[config.mk]
export PLATFORM = sky130hd
export DESIGN_NAME = sci_frame_ctrl_flat
export DESIGN_NICKNAME = d
export VERILOG_FILES = /design/src/rtl/sci_frame_ctrl_if.sv /design/src/rtl/sci_frame_ctrl.sv /design/src/flat_wrapper.sv
export SDC_FILE = /design/constraint.sdc
export NUM_CORES = 1
export LEC_CHECK = 0
export ABC_CLOCK_PERIOD_IN_PS = 2740
export CAP_MARGIN = 15
export CORE_MARGIN = 2
export CORE_UTILIZATION = 45
export DETAILED_ROUTE_END_ITERATION = 10
export PLACE_DENSITY = 0.72
export SLEW_MARGIN = 20
export SYNTH_ARGS = -nofsm -noshare
export SYNTH_HDL_FRONTEND = slang
export SYNTH_SLANG_ARGS = --single-unit
[constraint.sdc]
create_clock -name clk -period 2.74 [get_ports clk]
set_input_delay 0.411 -clock clk [delete_from_list [all_inputs] [get_ports clk]]
set_output_delay 0.411 -clock clk [all_outputs]
set_load 0.05 [all_outputs]
[src/rtl/sci_frame_ctrl_if.sv]
// SCI frame controller bus: UART byte input, checker flags, command
// handshake towards the executor, NAK reporting and statistics.
// slave  = frame controller side, master = surrounding logic / bench side.
interface sci_frame_ctrl_if;
  logic        valid;
  logic [7:0]  rx_data;
  logic        hce;
  logic        pie;
  logic        ite;
  logic        cse;
  logic        ece;
  logic        new_instr;
  logic        cmd_valid;
  logic [7:0]  cmd_type;
  logic        cmd_ready;
  logic        nak;
  logic [2:0]  err_code;
  logic        busy;
  logic [7:0]  ovr_cnt;
  logic [15:0] ok_cnt;
  logic [15:0] err_cnt;

  modport slave (
    input  valid, rx_data, hce, pie, ite, cse, ece, cmd_ready,
    output new_instr, cmd_valid, cmd_type, nak, err_code, busy, ovr_cnt, ok_cnt, err_cnt
  );

  modport master (
    output valid, rx_data, hce, pie, ite, cse, ece, cmd_ready,
    input  new_instr, cmd_valid, cmd_type, nak, err_code, busy, ovr_cnt, ok_cnt, err_cnt
  );
endinterface

[src/rtl/sci_frame_ctrl.sv]
// SCI command frame sequencer: hunts the EB 90 header, counts bytes against a
// per-type length, waits for the checker flags to settle, then dispatches the
// command or issues a NAK. Handles inter-byte timeout and overrun while busy.
// Optional macro SCI_STATS_EN: when defined, ok/err/overrun counters are
// implemented; otherwise those outputs are tied to 0.
module sci_frame_ctrl #(
  parameter int unsigned TIMEOUT_CYC = 1200,
  parameter int unsigned CHECK_LAT   = 4
) (
  input logic             clk,
  input logic             rst_n,
  sci_frame_ctrl_if.slave bus
);

  localparam int unsigned TmrMax = (TIMEOUT_CYC > CHECK_LAT) ? TIMEOUT_CYC : CHECK_LAT;
  localparam int unsigned TmrW   = $clog2(TmrMax + 1);
  localparam logic [TmrW-1:0] TmrTimeout = TmrW'(TIMEOUT_CYC);
  localparam logic [TmrW-1:0] TmrCheck   = TmrW'(CHECK_LAT);
  localparam logic [TmrW-1:0] TmrOne     = TmrW'(1);

  typedef enum logic [2:0] {StIdle, StRecv, StCheck, StDispatch, StReject} state_e;

  // Frame length in bytes (header included) for a given instruction type.
  function automatic logic [8:0] type_len(input logic [7:0] t);
    case (t)
      8'h63:   type_len = 9'd53;
      8'h87:   type_len = 9'd25;
      8'h94:   type_len = 9'd9;
      8'h13:   type_len = 9'd13;
      8'h25:   type_len = 9'd9;
      8'hFF:   type_len = 9'd4;
      8'hF0:   type_len = 9'd4;
      8'h76:   type_len = 9'd268;
      default: type_len = 9'd4;
    endcase
  endfunction

  state_e          state_q, state_d;
  logic [8:0]      idx_q, idx_d;
  logic [8:0]      len_q, len_d;
  logic [TmrW-1:0] tmr_q, tmr_d;
  logic [7:0]      cmd_type_q, cmd_type_d;
  logic            cmd_valid_q, cmd_valid_d;
  logic            new_instr_q, new_instr_d;
  logic            nak_q, nak_d;
  logic [2:0]      err_code_q, err_code_d;
  logic            busy_q, busy_d;
  logic            ovr_inc, ok_inc, err_inc;
  logic [8:0]      idx_inc, len_eff;
  logic [2:0]      flag_code;

  // Checker flag priority encoding; 0 means the frame is clean.
  always_comb begin
    if (bus.hce)      flag_code = 3'd1;
    else if (bus.pie) flag_code = 3'd2;
    else if (bus.ite) flag_code = 3'd3;
    else if (bus.ece) flag_code = 3'd4;
    else if (bus.cse) flag_code = 3'd5;
    else              flag_code = 3'd0;
  end

  // Next-state and registered-output computation for the frame FSM.
  always_comb begin
    state_d     = state_q;
    idx_d       = idx_q;
    len_d       = len_q;
    tmr_d       = tmr_q;
    cmd_type_d  = cmd_type_q;
    cmd_valid_d = cmd_valid_q;
    new_instr_d = 1'b0;
    nak_d       = 1'b0;
    err_code_d  = err_code_q;
    ovr_inc     = 1'b0;
    ok_inc      = 1'b0;
    err_inc     = 1'b0;
    idx_inc     = idx_q + 9'd1;
    // The type byte itself may terminate a minimum-length frame.
    len_eff     = (idx_q == 9'd3) ? type_len(bus.rx_data) : len_q;

    case (state_q)
      StIdle: begin
        if (bus.valid && bus.rx_data == 8'hEB) begin
          state_d = StRecv;
          idx_d   = 9'd1;
          tmr_d   = TmrTimeout;
        end
      end
      StRecv: begin
        if (bus.valid) begin
          tmr_d = TmrTimeout;
          idx_d = idx_inc;
          if (idx_q == 9'd1 && bus.rx_data != 8'h90) begin
            // Bad second header byte: silent resync.
            state_d = StIdle;
            idx_d   = 9'd0;
          end else begin
            if (idx_q == 9'd3) begin
              cmd_type_d = bus.rx_data;
              len_d      = type_len(bus.rx_data);
            end
            if (idx_inc >= 9'd4 && idx_inc == len_eff) begin
              state_d = StCheck;
              tmr_d   = TmrCheck;
            end
          end
        end else if (tmr_q <= TmrOne) begin
          state_d     = StReject;
          idx_d       = 9'd0;
          nak_d       = 1'b1;
          err_code_d  = 3'd7;
          new_instr_d = 1'b1;
          err_inc     = 1'b1;
        end else begin
          tmr_d = tmr_q - TmrOne;
        end
      end
      StCheck: begin
        ovr_inc = bus.valid;
        if (tmr_q <= TmrOne) begin
          idx_d = 9'd0;
          if (flag_code == 3'd0) begin
            state_d     = StDispatch;
            cmd_valid_d = 1'b1;
          end else begin
            state_d     = StReject;
            nak_d       = 1'b1;
            err_code_d  = flag_code;
            new_instr_d = 1'b1;
            err_inc     = 1'b1;
          end
        end else begin
          tmr_d = tmr_q - TmrOne;
        end
      end
      StDispatch: begin
        ovr_inc = bus.valid;
        if (bus.cmd_ready) begin
          state_d     = StIdle;
          cmd_valid_d = 1'b0;
          new_instr_d = 1'b1;
          ok_inc      = 1'b1;
        end
      end
      StReject: begin
        // nak/err_code/new_instr were raised on entry; this is the exit cycle.
        ovr_inc = bus.valid;
        state_d = StIdle;
      end
      default: state_d = StIdle;
    endcase

    busy_d = (state_d != StIdle);
  end

  // Frame FSM state and registered outputs.
  always_ff @(posedge clk or negedge rst_n) begin
    if (!rst_n) begin
      state_q     <= StIdle;
      idx_q       <= 9'd0;
      len_q       <= 9'd4;
      tmr_q       <= '0;
      cmd_type_q  <= 8'h00;
      cmd_valid_q <= 1'b0;
      new_instr_q <= 1'b0;
      nak_q       <= 1'b0;
      err_code_q  <= 3'd0;
      busy_q      <= 1'b0;
    end else begin
      state_q     <= state_d;
      idx_q       <= idx_d;
      len_q       <= len_d;
      tmr_q       <= tmr_d;
      cmd_type_q  <= cmd_type_d;
      cmd_valid_q <= cmd_valid_d;
      new_instr_q <= new_instr_d;
      nak_q       <= nak_d;
      err_code_q  <= err_code_d;
      busy_q      <= busy_d;
    end
  end

  assign bus.new_instr = new_instr_q;
  assign bus.cmd_valid = cmd_valid_q;
  assign bus.cmd_type  = cmd_type_q;
  assign bus.nak       = nak_q;
  assign bus.err_code  = err_code_q;
  assign bus.busy      = busy_q;

`ifdef SCI_STATS_EN
  logic [7:0]  ovr_cnt_q, ovr_cnt_d;
  logic [15:0] ok_cnt_q, ok_cnt_d;
  logic [15:0] err_cnt_q, err_cnt_d;

  // Saturating statistics counters.
  always_comb begin
    ovr_cnt_d = ovr_cnt_q;
    ok_cnt_d  = ok_cnt_q;
    err_cnt_d = err_cnt_q;
    if (ovr_inc && ovr_cnt_q != 8'hFF)    ovr_cnt_d = ovr_cnt_q + 8'd1;
    if (ok_inc && ok_cnt_q != 16'hFFFF)   ok_cnt_d  = ok_cnt_q + 16'd1;
    if (err_inc && err_cnt_q != 16'hFFFF) err_cnt_d = err_cnt_q + 16'd1;
  end

  // Statistics counter registers.
  always_ff @(posedge clk or negedge rst_n) begin
    if (!rst_n) begin
      ovr_cnt_q <= 8'h00;
      ok_cnt_q  <= 16'h0000;
      err_cnt_q <= 16'h0000;
    end else begin
      ovr_cnt_q <= ovr_cnt_d;
      ok_cnt_q  <= ok_cnt_d;
      err_cnt_q <= err_cnt_d;
    end
  end

  assign bus.ovr_cnt = ovr_cnt_q;
  assign bus.ok_cnt  = ok_cnt_q;
  assign bus.err_cnt = err_cnt_q;
`else
  logic unused_stats;
  assign unused_stats = ^{ovr_inc, ok_inc, err_inc};

  assign bus.ovr_cnt = 8'h00;
  assign bus.ok_cnt  = 16'h0000;
  assign bus.err_cnt = 16'h0000;
`endif

endmodule

[src/flat_wrapper.sv]
// flat-port wrapper written by rule: the top's interface ports become plain ports
module sci_frame_ctrl_flat 
#(
  parameter int unsigned TIMEOUT_CYC = 1200,
  parameter int unsigned CHECK_LAT   = 4
)
  (clk, rst_n, bus_valid, bus_rx_data, bus_hce, bus_pie, bus_ite, bus_cse, bus_ece, bus_cmd_ready, bus_new_instr, bus_cmd_valid, bus_cmd_type, bus_nak, bus_err_code, bus_busy, bus_ovr_cnt, bus_ok_cnt, bus_err_cnt);
  sci_frame_ctrl_if bus_i ();
  input logic clk;
  input logic rst_n;
  input wire logic [$bits(bus_i.valid)-1:0] bus_valid;
  input wire logic [$bits(bus_i.rx_data)-1:0] bus_rx_data;
  input wire logic [$bits(bus_i.hce)-1:0] bus_hce;
  input wire logic [$bits(bus_i.pie)-1:0] bus_pie;
  input wire logic [$bits(bus_i.ite)-1:0] bus_ite;
  input wire logic [$bits(bus_i.cse)-1:0] bus_cse;
  input wire logic [$bits(bus_i.ece)-1:0] bus_ece;
  input wire logic [$bits(bus_i.cmd_ready)-1:0] bus_cmd_ready;
  output wire logic [$bits(bus_i.new_instr)-1:0] bus_new_instr;
  output wire logic [$bits(bus_i.cmd_valid)-1:0] bus_cmd_valid;
  output wire logic [$bits(bus_i.cmd_type)-1:0] bus_cmd_type;
  output wire logic [$bits(bus_i.nak)-1:0] bus_nak;
  output wire logic [$bits(bus_i.err_code)-1:0] bus_err_code;
  output wire logic [$bits(bus_i.busy)-1:0] bus_busy;
  output wire logic [$bits(bus_i.ovr_cnt)-1:0] bus_ovr_cnt;
  output wire logic [$bits(bus_i.ok_cnt)-1:0] bus_ok_cnt;
  output wire logic [$bits(bus_i.err_cnt)-1:0] bus_err_cnt;
  assign bus_i.valid = bus_valid;
  assign bus_i.rx_data = bus_rx_data;
  assign bus_i.hce = bus_hce;
  assign bus_i.pie = bus_pie;
  assign bus_i.ite = bus_ite;
  assign bus_i.cse = bus_cse;
  assign bus_i.ece = bus_ece;
  assign bus_i.cmd_ready = bus_cmd_ready;
  assign bus_new_instr = bus_i.new_instr;
  assign bus_cmd_valid = bus_i.cmd_valid;
  assign bus_cmd_type = bus_i.cmd_type;
  assign bus_nak = bus_i.nak;
  assign bus_err_code = bus_i.err_code;
  assign bus_busy = bus_i.busy;
  assign bus_ovr_cnt = bus_i.ovr_cnt;
  assign bus_ok_cnt = bus_i.ok_cnt;
  assign bus_err_cnt = bus_i.err_cnt;
  sci_frame_ctrl #(.TIMEOUT_CYC(TIMEOUT_CYC), .CHECK_LAT(CHECK_LAT)) u_core (.clk(clk), .rst_n(rst_n), .bus(bus_i));
endmodule
### Yosys cells after proc, flatten, opt, wreduce, memory -nomap -nowiden

Index checks and enable logic that the tools add are counted.

| word-level totals | value |
|---|---|
| bits in registers | 47 |
| input port bits | 17 |
| output and inout bits | 55 |
| word-level logic and storage cells | 94 |

| cells by class | value |
|---|---|
| add/subtract/negate cells | 2 |
| $lt $le $gt $ge | 2 |
| equality and inequality tests | 21 |
| muxes and demuxes | 43 |
| bitwise operators | 1 |
| reductions and logical operators | 15 |

Operators by type and width:

| operator | count |
|---|---|
| 11-bit 2-to-1 mux | 5 |
| 3-bit 2-to-1 mux | 17 |
| 9-bit 2-to-1 mux | 5 |
| 9-bit one-hot mux with 5 select lines | 1 |
| 11-bit one-hot mux with 3 select lines | 1 |
| 9-bit one-hot mux with 3 select lines | 1 |
| 8-bit equality test (second input constant) | 3 |
| 8-bit by 7-bit equality test with 1-bit output (second input constant) | 2 |
| 3-bit one-hot mux with 4 select lines | 1 |
| 11-bit by 1-bit <= comparator with 1-bit output (second input constant) | 1 |
| 11-bit by 1-bit subtractor with 11-bit output (second input constant) | 1 |
| 9-bit by 1-bit adder with 9-bit output (second input constant) | 1 |
| 9-bit by 1-bit equality test with 1-bit output (second input constant) | 1 |
| 9-bit by 2-bit equality test with 1-bit output (second input constant) | 1 |
| 9-bit equality test | 1 |
| 9-bit by 3-bit greater-or-equal comparator with 1-bit output (second input constant) | 1 |
| 8-bit by 5-bit equality test with 1-bit output (second input constant) | 1 |
| 8-bit by 6-bit equality test with 1-bit output (second input constant) | 1 |
| 1-bit 2-to-1 mux | 8 |
| 2-bit by 1-bit inequality test with 1-bit output (second input constant) | 4 |
| 8-bit inequality test (second input constant) | 1 |
| 4-bit AND reduction | 2 |
| 3-bit by 2-bit equality test with 1-bit output (second input constant) | 2 |
| 3-bit zero test | 2 |
| 13 further kinds | 20 |

### Depth between registers and ports, before layout

| logic depth | value |
|---|---|
| depth after elaboration | 11 |
| depth in mapped cells | 10 |
| gate-level depth less buffers | 8 |

### Least setup slack after synthesis

No wires, ideal clock.

| path | value |
|---|---|
| path kind | register to register |
| from | reg u_core.idx_q[7] |
| to | reg u_core.tmr_q[5] |
| arrival time | 2.387 ns |
| slack | 0.236 ns |
| cell stages (with the launch flop) | 8 |
| buffers on the path | 1 |
| clock period less this slack | 2.504 ns |
| cells stage by stage | dfrtp_1 -> buf_6 -> nor4_4 -> nand3_1 -> or3_1 -> a2111o_1 -> or4_4 -> and2_4 |

| on the way | value |
|---|---|
| word-level cells in the longest chain between the ends | 8 |
| elaborated cells on any way between the ends | 12 |
| classes of those cells | 1 x add/sub; 1 x order compare; 3 x eq/ne; 5 x mux; 2 x reduce/logical |

Ends and longest elaborated chain:

| what | line | source |
|---|---|---|
| from (decl) | sci_frame_ctrl.sv:39 | `logic [8:0] idx_q, idx_d;` |
| from (signal assigned) | sci_frame_ctrl.sv:170 | `idx_q <= idx_d;` |
| parallel branches: the longest is 5 deep, another holds 9-bit by 1-bit adder with 9-bit output | n/a |  |
| 11-bit 2-to-1 mux (*) | sci_frame_ctrl.sv:92 | `if (idx_q == 9'd1 && bus.rx_data != 8'h90) begin` |
| 11-bit 2-to-1 mux (*) | sci_frame_ctrl.sv:89 | `if (bus.valid) begin` |
| 11-bit one-hot mux with 3 select lines (*) | sci_frame_ctrl.sv:80 | `case (state_q)` |
| to (signal assigned) | sci_frame_ctrl.sv:172 | `tmr_q <= tmr_d;` |
| to (decl) | sci_frame_ctrl.sv:41 | `logic [TmrW-1:0] tmr_q, tmr_d;` |

Mark *: on every way between the ends.
A chain may end at the register's enable or synchronous reset.

### Final worst setup path

| path | value |
|---|---|
| from | in bus_rx_data[5] |
| to | reg u_core.tmr_q[5] |

| on the way | value |
|---|---|
| word-level cells in the longest chain between the ends | 10 |
| elaborated cells on any way between the ends | 21 |
| classes of those cells | 10 x eq/ne; 6 x mux; 5 x reduce/logical |

Ends and longest elaborated chain:

| what | line | source |
|---|---|---|
| from (decl) | flat_wrapper.sv:12 | `input wire logic [$bits(bus_i.rx_data)-1:0] bus_rx_data;` |
| 8-bit equality test / 8-bit by 6-bit equality test with 1-bit output (equally long branches) | sci_frame_ctrl.sv:25 | `case (t)` |
| 2-bit OR reduction (no source line) | n/a |  |
| 9-bit one-hot mux with 5 select lines | sci_frame_ctrl.sv:25 |  |
| 9-bit 2-to-1 mux | n/a |  |
| 9-bit equality test | sci_frame_ctrl.sv:101 | `if (idx_inc >= 9'd4 && idx_inc == len_eff) begin` |
| 1-bit logical AND | sci_frame_ctrl.sv:101 |  |
| 11-bit 2-to-1 mux | sci_frame_ctrl.sv:101 |  |
| 11-bit 2-to-1 mux | sci_frame_ctrl.sv:92 |  |
| 11-bit 2-to-1 mux | sci_frame_ctrl.sv:89 |  |
| 11-bit one-hot mux with 3 select lines | sci_frame_ctrl.sv:80 |  |

Several ways; a longest one is shown, not always the timed one.

==> reports/qor.yml <==
p_leak_nw: 1.824
dp_hpwl_um: 5584
cpPeakStageDelay_ns: 0.50
ys_dominant_reg_cell: "dfrtp_1"
total_power_mw: 2.144
flow.area_growth_from_synthesis_pct: 18.43
worst-slew-pin-transition_ns: 0.5852
hold_class: "in2reg"
critPathSlowestCell: "or4_4"
row_count: 30
met3_length_um: 345
critPathRequiredTime_ns: 2.95
syn_warnings: 0
count_of_routing_violations_after_the_opening_detailed_route_iteration: 84
final_nets: 472
min_period_over_period_pct: 93.35
die_height_um: 88.93
synth_area_leader_cell: "dfrtp_1"
ctsHtreeMaxLevel: 2
netlist-cell-type-count: 62
final_cell_area_um2: 3844
drc: 0
finish.cell_count_without_fillers: 548
drt_pass_1_iters: 4
drive_gt1_share_pct: 14.38
grt_antenna_before_repair: 0
final.hold.worst_slack_ns: 0.4547
die-area_um2: 7908
timing.critical_path.from: "bus_rx_data[5]"
port_buffers: 31
cts_inserted_buffers: 5
vias: 2877
floorplan.core_area_um2: 6869
clkSinkCount: 47
place_area_um2: 3702
globalRouteTotalUtil_pct: 19.99
gp_congestion: 0.8721
critical-path-top-delay-family: "simple AND/OR/NAND/NOR gates"
cts_tree: "yes"
final.setup_skew_ns: 0.006559
hold_path.startpoint: "bus_rx_data[3]"
post_synth_main_area_contributors: "dfrtp_1 (35%), buf_4 (9.9%), nand2_1 (6.1%)"
grt_pass1_vias: 2644
path_cells: "dlygate4sd2_1 > and4bb_1 > o211ai_2 > nand2_2 > or3_1 > a2111o_1 > or4_4 > and2_4"
post_cts_buffers: 0
largest_net_degree_at_the_start_of_global_routing: 39
synth_top_cells_by_count: "nand2_1 (53), dfrtp_1 (46), buf_4 (43)"
die_w_um: 88.93
worstPathBufferInverterCount: 1
report.final.slew_viol_count: 0
worstSkewPairLatency_ns: 0.30
routed-wl-met2_um: 3608
synthesis.instances: 391
postSynthRegisterBits: 47
place_inst: 539
drt-wirelength-per-cell_um: 13.64
critical_path.reg2reg.startpoint: "u_core.idx_q[7]$_DFFE_PN0P_"
setup.worst_path.start_class: "primary input"
met1Wirelength_um: 3424
synth-seq-area-share_pct: 36.28
number_of_enable_flip_flop_cells_after_synthesis: 0
report.final.setup_viol: 0
clock_tree.buffer_depth: 2
arrival_ns: 2.76
rsz0062_at_grt: "no"
maxCapViolCount: 0
fill_cell_instance_count_of_the_final_layout: 624
dpl_worst_slack_ns: -0.3462
peak_supply_drop_uv: 299.0
synth_async_sr_flop_share_pct: 100.0
synth_top_cell_area_share_pct: 35.47
pwr_density_cell_nw_per_um2: 557.9
grt.overflow.total: 0
outcome: "finished, final reports clean"
final_period_minus_worst_setup_slack_ns: 2.558
antenna_cells_inserted: 0
clk_root_buffer_cell: "clkbuf_8"
syn_avg_cell_area_um2: 8.301
fmaxAchievable_mhz: 391.0
worst_setup_path_end_kind: "flip-flop"
path_class: "in2reg"
initial_core_utilization_pct: 47.25
register_clock_pin_slew_on_the_reported_worst_setup_and_hold_paths_ns: 0.09
detail_route.vias_per_cell: 5.250
totalWireLength_um: 7473
timing.final.ws_setup_ns: 0.1822
mappedNetlistArea_um2: 3246
critical_path_peak_fanout: 7
timing_hold_violations_final: 0
num_io_pins: 72
highest-signal-layer: "met4"
grt_first_pass_wirelength_um: 12370
post-synth-top-count-cell: "nand2_1"
max_slew_margin_pct: 60.72
final_antenna_net_count: 0
==> logic make-up (layout without fill, tap and decap cells) <==
group	count (synthesis)	in the layout	share of synthesized area [%]
buffers and inverters	61	83	12.68
other	1	40	0.1155
DFF	47	47	36.28
adders and majority gates	4	4	1.542
AOI/OAI and AO/OA	86	86	16.46
muxes	4	4	1.311
xor gates and xnor gates	11	11	2.969
and+or+nand+nor	177	177	28.64
==> where the power goes <==
| group | internal [mW] | switching (mW) |
|---|---|---|
| registers | 0.783 | 0.0966 |
| logic | 0.310 | 0.512 |
| clock network | 0.207 | 0.237 |
| total | 1.30 | 0.845 |
==> repair_timing <==
item | CTS | global route
resized for setup | 4 | 10
gates cloned | 0 | 0
endpoints found under the hold margin | 9 | 0
setup endpoints to repair | 3 | 11
hold buffers | 1 | 0
==> worst reg2reg max path, cell delays in order, from the launching register on <==
cell     delay, ns
dfrtp_1       0.42
nor4_4        0.37
and3_2        0.33
nor2_1        0.06
or3_1         0.34
a221o_1       0.35
or4_4         0.43
and2_4        0.15
==> worst paths after layout <==
kind / to / slack [ns] / depth (start not counted)
worst max-delay path: u_core.tmr_q[5]$_DFFE_PN0P_ / 0.18 / 8
worst min-delay path: u_core.bus.cmd_type[3]$_DFFE_PN0P_ / 0.45 / 3
worst max register to register: u_core.tmr_q[5]$_DFFE_PN0P_ / 0.20 / 7
worst min register to register: u_core.bus.cmd_type[2]$_DFFE_PN0P_ / 0.48 / 2
max in group asynchronous: u_core.len_q[2]$_DFFE_PN1P_ / 1.46 / 3
min in group asynchronous: u_core.tmr_q[6]$_DFFE_PN0P_ / 0.50 / 2
==> through the flow <==
step | utilization, % | TNS (ns)
final | 55.96 | 0
after global routing | 55.96 | 0
after CTS | 55.50 | 0
after detailed placement | 53.90 | -3.285
after global placement | 53.90 | -1.848
after floorplan | - | 0
==> cells in the final DEF (no fill, tap or decap), types with 3 or more instances in the layout <==
master | synthesis | layout
a211oi_1 | 3 | 3
a21oi_1 | 20 | 20
and2_1 | 6 | 6
and3_1 | 4 | 3
and4bb_1 | 3 | 3
buf_4 | 43 | 36
clkbuf_8 | 1 | 6
clkdlybuf4s50_1 | 0 | 22
conb_1 | 1 | 40
dfrtp_1 | 46 | 46
dlygate4sd2_1 | 0 | 3
dlymetal6s2s_1 | 0 | 5
ha_1 | 4 | 3
inv_1 | 7 | 7
nand2_1 | 53 | 52
nand2b_1 | 6 | 6
nand3_1 | 12 | 12
nand4_1 | 5 | 5
nand4b_1 | 3 | 3
nor2_1 | 39 | 39
nor2b_1 | 3 | 3
nor3_1 | 15 | 15
o21a_1 | 3 | 3
o21ai_0 | 32 | 32
o21ai_1 | 4 | 4
o31ai_1 | 4 | 4
o41ai_1 | 3 | 3
or2_2 | 4 | 4
or3_1 | 7 | 7
xnor2_1 | 9 | 9
==> cell type report <==
| class | count | area, um^2 | share of cell area (%) |
|---|---|---|---|
| repair buffers | 68 | 594.3 | 15.46 |
| multi-input cells | 322 | 1831 | 47.62 |
| well taps | 96 | 120.1 | 3.125 |
| clock buffers | 7 | 86.33 | 2.246 |
| inverters | 7 | 26.28 | 0.6836 |
| clock inverters | 1 | 8.758 | 0.2279 |
| flip-flops and latches | 47 | 1177 | 30.63 |
==> registers in the layout (all words and copies together), names as in the netlist <==
register / cells
u_core.bus.err_code: 3
u_core.idx_q: 9
u_core.state_q: 3
u_core.bus.nak: 1
u_core.bus.new_instr: 1
u_core.bus.cmd_type: 8
u_core.bus.busy: 1
u_core.tmr_q: 11
u_core.bus.cmd_valid: 1
u_core.len_q: 9
==> per-layer routing <==
layer / global-route usage, % / vias to the layer above
li1: - / 1418
met1: 27.11 / 1372
met2: 32.56 / 81
met3: 3.601 / 6
met4: 6.336 / 0
met5: 0 / -
No activity file was read; power rests on OpenSTA's default activity.
